[src/rtl/mul_hilo_ctrl.sv]
// HI/LO register file and multi-cycle sequencer for the EX-stage multiplier.
// Holds latched operands on the external multiplier for MUL_LAT cycles, then captures the product.
module mul_hilo_ctrl #(
  parameter int unsigned MUL_LAT = 4
) (
  input  logic        clk_i,
  input  logic        reset,
  input  logic        op_valid_i,
  input  logic [2:0]  op_i,
  input  logic [31:0] rs_val_i,
  input  logic [31:0] rt_val_i,
  input  logic        flush_i,
  output logic        mul_ena_o,
  output logic        mul_sign_o,
  output logic [31:0] mul_a_o,
  output logic [31:0] mul_b_o,
  input  logic [31:0] mul_hi_i,
  input  logic [31:0] mul_lo_i,
  output logic [31:0] hi_o,
  output logic [31:0] lo_o,
  output logic [31:0] rdata_o,
  output logic        rdata_valid_o,
  output logic        busy_o,
  output logic        stall_o
);

  localparam logic [2:0] OP_MULT  = 3'b000;
  localparam logic [2:0] OP_MULTU = 3'b001;
  localparam logic [2:0] OP_MTHI  = 3'b010;
  localparam logic [2:0] OP_MTLO  = 3'b011;
  localparam logic [2:0] OP_MFHI  = 3'b100;
  localparam logic [2:0] OP_MFLO  = 3'b101;

  localparam logic [3:0] CNT_INIT = 4'(MUL_LAT - 1);

  typedef enum logic {IDLE, MUL} state_e;

  state_e      state_q;
  logic [3:0]  cnt_q;
  logic [31:0] hi_q, lo_q, rdata_q, mul_a_q, mul_b_q;
  logic        mul_sign_q, mul_ena_q, rdata_valid_q, busy_q;

  // A zero operand makes the product trivially zero, so it is written directly
  // without occupying the multiplier.
  always_ff @(posedge clk_i) begin
    if (reset) begin
      state_q       <= IDLE;
      cnt_q         <= 4'd0;
      hi_q          <= 32'd0;
      lo_q          <= 32'd0;
      rdata_q       <= 32'd0;
      mul_a_q       <= 32'd0;
      mul_b_q       <= 32'd0;
      mul_sign_q    <= 1'b0;
      mul_ena_q     <= 1'b0;
      rdata_valid_q <= 1'b0;
      busy_q        <= 1'b0;
    end else begin
      rdata_valid_q <= 1'b0;
      case (state_q)
        IDLE: begin
          if (op_valid_i && !flush_i) begin
            case (op_i)
              OP_MULT, OP_MULTU: begin
                if ((rs_val_i != 32'd0) && (rt_val_i != 32'd0)) begin
                  mul_a_q    <= rs_val_i;
                  mul_b_q    <= rt_val_i;
                  mul_sign_q <= ~op_i[0];
                  cnt_q      <= CNT_INIT;
                  state_q    <= MUL;
                  busy_q     <= 1'b1;
                  mul_ena_q  <= 1'b1;
                end else begin
                  hi_q <= 32'd0;
                  lo_q <= 32'd0;
                end
              end
              OP_MTHI: hi_q <= rs_val_i;
              OP_MTLO: lo_q <= rs_val_i;
              OP_MFHI: begin
                rdata_q       <= hi_q;
                rdata_valid_q <= 1'b1;
              end
              OP_MFLO: begin
                rdata_q       <= lo_q;
                rdata_valid_q <= 1'b1;
              end
              default: ;
            endcase
          end
        end
        MUL: begin
          // A flush abandons the product even on the capture cycle.
          if (flush_i) begin
            state_q   <= IDLE;
            cnt_q     <= 4'd0;
            busy_q    <= 1'b0;
            mul_ena_q <= 1'b0;
          end else if (cnt_q == 4'd0) begin
            hi_q      <= mul_hi_i;
            lo_q      <= mul_lo_i;
            state_q   <= IDLE;
            busy_q    <= 1'b0;
            mul_ena_q <= 1'b0;
          end else begin
            cnt_q <= cnt_q - 4'd1;
          end
        end
        default: state_q <= IDLE;
      endcase
    end
  end

  // Any real HI/LO op must wait for the multiply; no-op codes pass freely.
  assign stall_o = op_valid_i & busy_q & (op_i <= OP_MFLO);

  assign mul_ena_o     = mul_ena_q;
  assign mul_sign_o    = mul_sign_q;
  assign mul_a_o       = mul_a_q;
  assign mul_b_o       = mul_b_q;
  assign hi_o          = hi_q;
  assign lo_o          = lo_q;
  assign rdata_o       = rdata_q;
  assign rdata_valid_o = rdata_valid_q;
  assign busy_o        = busy_q;

endmodule
[config.mk]
export PLATFORM = sky130hd
export DESIGN_NAME = mul_hilo_ctrl
export DESIGN_NICKNAME = d
export VERILOG_FILES = /design/src/rtl/mul_hilo_ctrl.sv
export SDC_FILE = /design/constraint.sdc
export NUM_CORES = 1
export LEC_CHECK = 0
export ABC_AREA = 1
export CAP_MARGIN = 20
export CORE_MARGIN = 3
export CORE_UTILIZATION = 49
export CTS_CLUSTER_SIZE = 40
export DETAILED_ROUTE_END_ITERATION = 10
export GPL_TIMING_DRIVEN = 1
export PLACE_DENSITY_LB_ADDON = 0.1
export SLEW_MARGIN = 10
export SYNTH_ARGS = -nofsm -noshare
export SYNTH_HDL_FRONTEND = slang
export SYNTH_SLANG_ARGS = --single-unit
[constraint.sdc]
create_clock -name clk_i -period 4.1 [get_ports clk_i]
set_input_delay 0.41 -clock clk_i [delete_from_list [all_inputs] [get_ports clk_i]]
set_output_delay 0.41 -clock clk_i [all_outputs]
set_load 0.01 [all_outputs]
==> results.txt <==
Once the clock tree was built, the resizer swapped 0 gates to a different size. TritonCTS built the clock tree. The worst setup path is of the register to register kind.

The number of filler instances in the final layout is 1412. The critical path goes through inv_2 > a21oi_4 > nand3_4 > nand2_1 > inv_1 > nor2_1. The worst setup path is captured at a register.

In the layout the commonest cells are sky130_fd_sc_hd__nand2_1, sky130_fd_sc_hd__clkdlybuf4s50_1, sky130_fd_sc_hd__inv_1, sky130_fd_sc_hd__dfxtp_1, sky130_fd_sc_hd__nor2_1. The root buffer cell chosen for the clock tree is sky130_fd_sc_hd__clkbuf_16. The worst register-to-register path begins at state_q. The synthesized-area fraction occupied by and/or/nand/nor cells came out at 0.278. Setup repair after global routing left no endpoint under its margin. The fraction of the mapped netlist area in compound gates came to 0.165. The slew at the pin with the worst max-slew slack is 1.08 ns. The proportion of layout cells with a drive suffix above 1 is 0.0496.

The initial detailed-routing violation count is about 760. The worst setup path startpoint is state_q. Of the total synthesized cell area, the portion taken by XOR and XNOR cells is 0.00105. Summing all non-filler instances in the final layout gives an area of 11700 sq um. At the worst endpoint, the arrival time is 3.15 ns. The number of input and output port buffers inserted came out at 299. Of the total synthesized cell area, the portion taken by full adders, half adders and majority gates is 0.00301.

In this run, synthesis inferred 0 flip-flops with an integrated enable. The worst relative slew slack came out at 0.278. After layout, the worst setup slack is 1.30 ns. The worst setup path is launched from a register. The library cell used most frequently in the layout, excluding fill and tap cells, is sky130_fd_sc_hd__nand2_1. The chip width is around 140 microns.

The tool flagged a number of max-cap violations equal to 0. The area after detailed placement is 11100 sq um. The core region is 16200 sq um. The number of different library cells in the post-synthesis netlist is 31. Summed over all instances, the cell type with the most area after synthesis is sky130_fd_sc_hd__dfxtp_1. After synthesis, the largest family of logic cells by area is simple AND/OR/NAND/NOR gates. The weighted congestion reported at the end of routability-driven placement came out at 0.949.

The synthesized design contains 168 register bits. In this run the most critical hold path is launched from reset. The standard-cell row count came out at 46. Counting the buffers created by CTS gives 17.

The endpoint required time on the critical path is approximately 4.5 ns. Among all stages on the critical path, the largest delay is contributed by sky130_fd_sc_hd__dfxtp_4. The number of nets in the finished design came out at about 1600. At the placement stage, the worst setup path has a slack of between 1 and 1.5 ns. The count of synthesis-stage warnings from yosys came out at 0. Once detail routing completed, the nets flagged for antenna violations numbered 0. The setup TNS came out at 0 ns. The global route total overflow is 0. The critical path buffer and inverter count is 2. The shortest period the worst path allows is 2.80 ns. Of the post-synthesis cell area, the part taken by muxes is 0. The layout overhead on the synthesized area came out at 41.3%. Averaged over all synthesized cells, the footprint is 6.83 sq um. The synthesized netlist cell count is between 1000 and 1500. The number of failing hold endpoints at the final stage came to 0. Among cell families on the critical path, the largest total delay comes from flip-flops. The number of global-route vias before repair is 8066. The synthesized net count came out at between 1000 and 1500.

Of the synthesized area, sequential elements account for 0.405. The flow ran to the end, and the final reports show no timing, DRC or antenna violations. The maximum buffer depth of the clock tree came out at 2. Between clock sinks in the finished design, the worst skew comes to 0.00680 ns. The global-route wire length before repair is 42600 microns. After detailed routing, the number of remaining DRC violations is 0. The maximum net fanout on the critical path came out at 100. In this design, the stage delay of the slowest critical-path cell is roughly 0.99 ns. The area share of the largest cell type after synthesis came out at 0.405. The maximum number of pins on one net before global-route repair came out at 101. The top-level I/O count came out at 300. The number of sinks on the clock net came out at 168. The clock edge transition at the registers on the reported setup and hold paths came out at around 0.070 ns. After detailed routing, the number of vias per cell comes to 5.14. The initial core utilization came out at 0.512.

The all-layer global routing usage came out at 0.290. The tightest min-delay check is of the primary input to register type. The first detailed-routing pass took 7 iterations. The power per standard cell area is 346 nW/um^2. Dividing the detail-routed wire length by the instance count gives between 15 and 20 microns. The maximum VDD drop came out at around 0.3 mV.

The predominant post-synthesis flop cell is sky130_fd_sc_hd__dfxtp_1. The number of buffers added for setup after CTS came out at 0. The number of failing setup endpoints in the final timing report is 0. The floorplan step set the die height to approximately 140 microns.

The portion of the clock cycle consumed by the worst path in the final layout came out at 0.682. By area the synthesized netlist is led by sky130_fd_sc_hd__dfxtp_1, sky130_fd_sc_hd__nand2_1, sky130_fd_sc_hd__inv_1. The fmax is ~0.36 GHz. The deepest level of the CTS H-tree came out at 4. The number of antenna violations at the first check in global routing is 4. The worst-skew pair later-pin latency is about 0.42 ns. The leakage power total is between 4 and 5 nW. The final HPWL from detailed placement came out at 19800 microns. The total wirelength of the detailed-routed design came out at 27600 microns. The share of synthesized flip-flops with an asynchronous set or reset is 0.

After synthesis the cells add up to roughly 8300 sq um. In this run, post-CTS hold repair placed 0 buffers. The total power draw is roughly 4 mW. The max-slew violation total from the final report is 0. The number of vias after detailed routing is 8690. The die covers ~19000 sq um.
## sequential cells by signal, indices dropped and copies added, names as in the netlist
name	cells
busy_o	1
cnt_q	4
hi_o	32
lo_o	32
mul_a_o	32
mul_b_o	32
mul_sign_o	1
rdata_o	32
rdata_valid_o	1
state_q	1
## tightest hold or removal path, delay by kind of cell
family	cells	cell delay, ns
buffers and inverters	2	0.21
and+or+nand+nor	2	0.13
## per-layer routing
layer | GRT usage | share of wire | vias up | wire length, microns
met5 | 0 | 0 | - | 0
met4 | 0.0985 | 0.023 | 0 | 629
met3 | 0.0725 | 0.085 | 38 | 2330
met2 | 0.446 | 0.46 | 377 | 12700
met1 | 0.397 | 0.43 | 3903 | 11900
li1 | - | - | 4372 | -
## path summary, 6_finish.rpt
kind	cells past startpoint	slack (ns)	endpoint
setup / recovery	6	1.30	hi_o[18]
hold / removal	4	0.38	hi_o[30]
setup reg to reg	6	1.30	hi_o[18]
hold reg to reg	2	0.47	mul_b_o[30]
## report_power, final
| part | switching, mW | total [mW] | internal [mW] | leakage [nW] |
|---|---|---|---|---|
| logic | 0.335 | 0.644 | 0.309 | 3.16 |
| clock network | 0.708 | 1.68 | 0.973 | 0.301 |
| registers | 0.0408 | 1.73 | 1.69 | 1.36 |
| total | 1.08 | 4.05 | 2.97 | 4.83 |
## cell type report
type / instances / area (sq um) / share of cell area
multi-input cells: 780 / 3710 / 0.316
flip-flops and latches: 168 / 3370 / 0.287
clock inverters: 15 / 185 / 0.0158
repair buffers: 311 / 3090 / 0.263
diodes: 4 / 10.0 / 0.000853
inverters: 180 / 676 / 0.0576
clock buffers: 17 / 425 / 0.0363
well taps: 216 / 270 / 0.0230
## stage by stage
| stage | hold WS, ns | util | instances |
|---|---|---|---|
| after CTS | 0.354 | 0.722 | 1687 |
| after global placement | 0.451 | 0.684 | 1655 |
| after floorplan | 0.466 | - | 1216 |
| final | 0.377 | 0.723 | 1691 |
| after global routing | 0.393 | 0.723 | 1691 |
| after detailed placement | 0.455 | 0.684 | 1655 |
## cells in the mapped netlist, types with 9 or more instances
| cell type | n |
|---|---|
| sky130_fd_sc_hd__inv_1 | 171 |
| sky130_fd_sc_hd__dfxtp_1 | 168 |
| sky130_fd_sc_hd__inv_2 | 9 |
| sky130_fd_sc_hd__a21oi_1 | 103 |
| sky130_fd_sc_hd__nand2_1 | 316 |
| sky130_fd_sc_hd__buf_2 | 14 |
| sky130_fd_sc_hd__buf_4 | 19 |
| sky130_fd_sc_hd__nand4_1 | 67 |
| sky130_fd_sc_hd__buf_6 | 17 |
| sky130_fd_sc_hd__o21ai_0 | 66 |
| sky130_fd_sc_hd__a22oi_1 | 64 |
| sky130_fd_sc_hd__nor2_1 | 133 |
| sky130_fd_sc_hd__clkbuf_1 | 30 |
## cell families after synthesis
group / Yosys count
flip-flops: 168
XOR/XNOR: 1
buffers and inverters: 268
AO/OA/AOI/OAI: 237
adder cells (fa/ha/maj): 2
AND/OR/NAND/NOR: 540
Power figures use the tool's default switching activity.
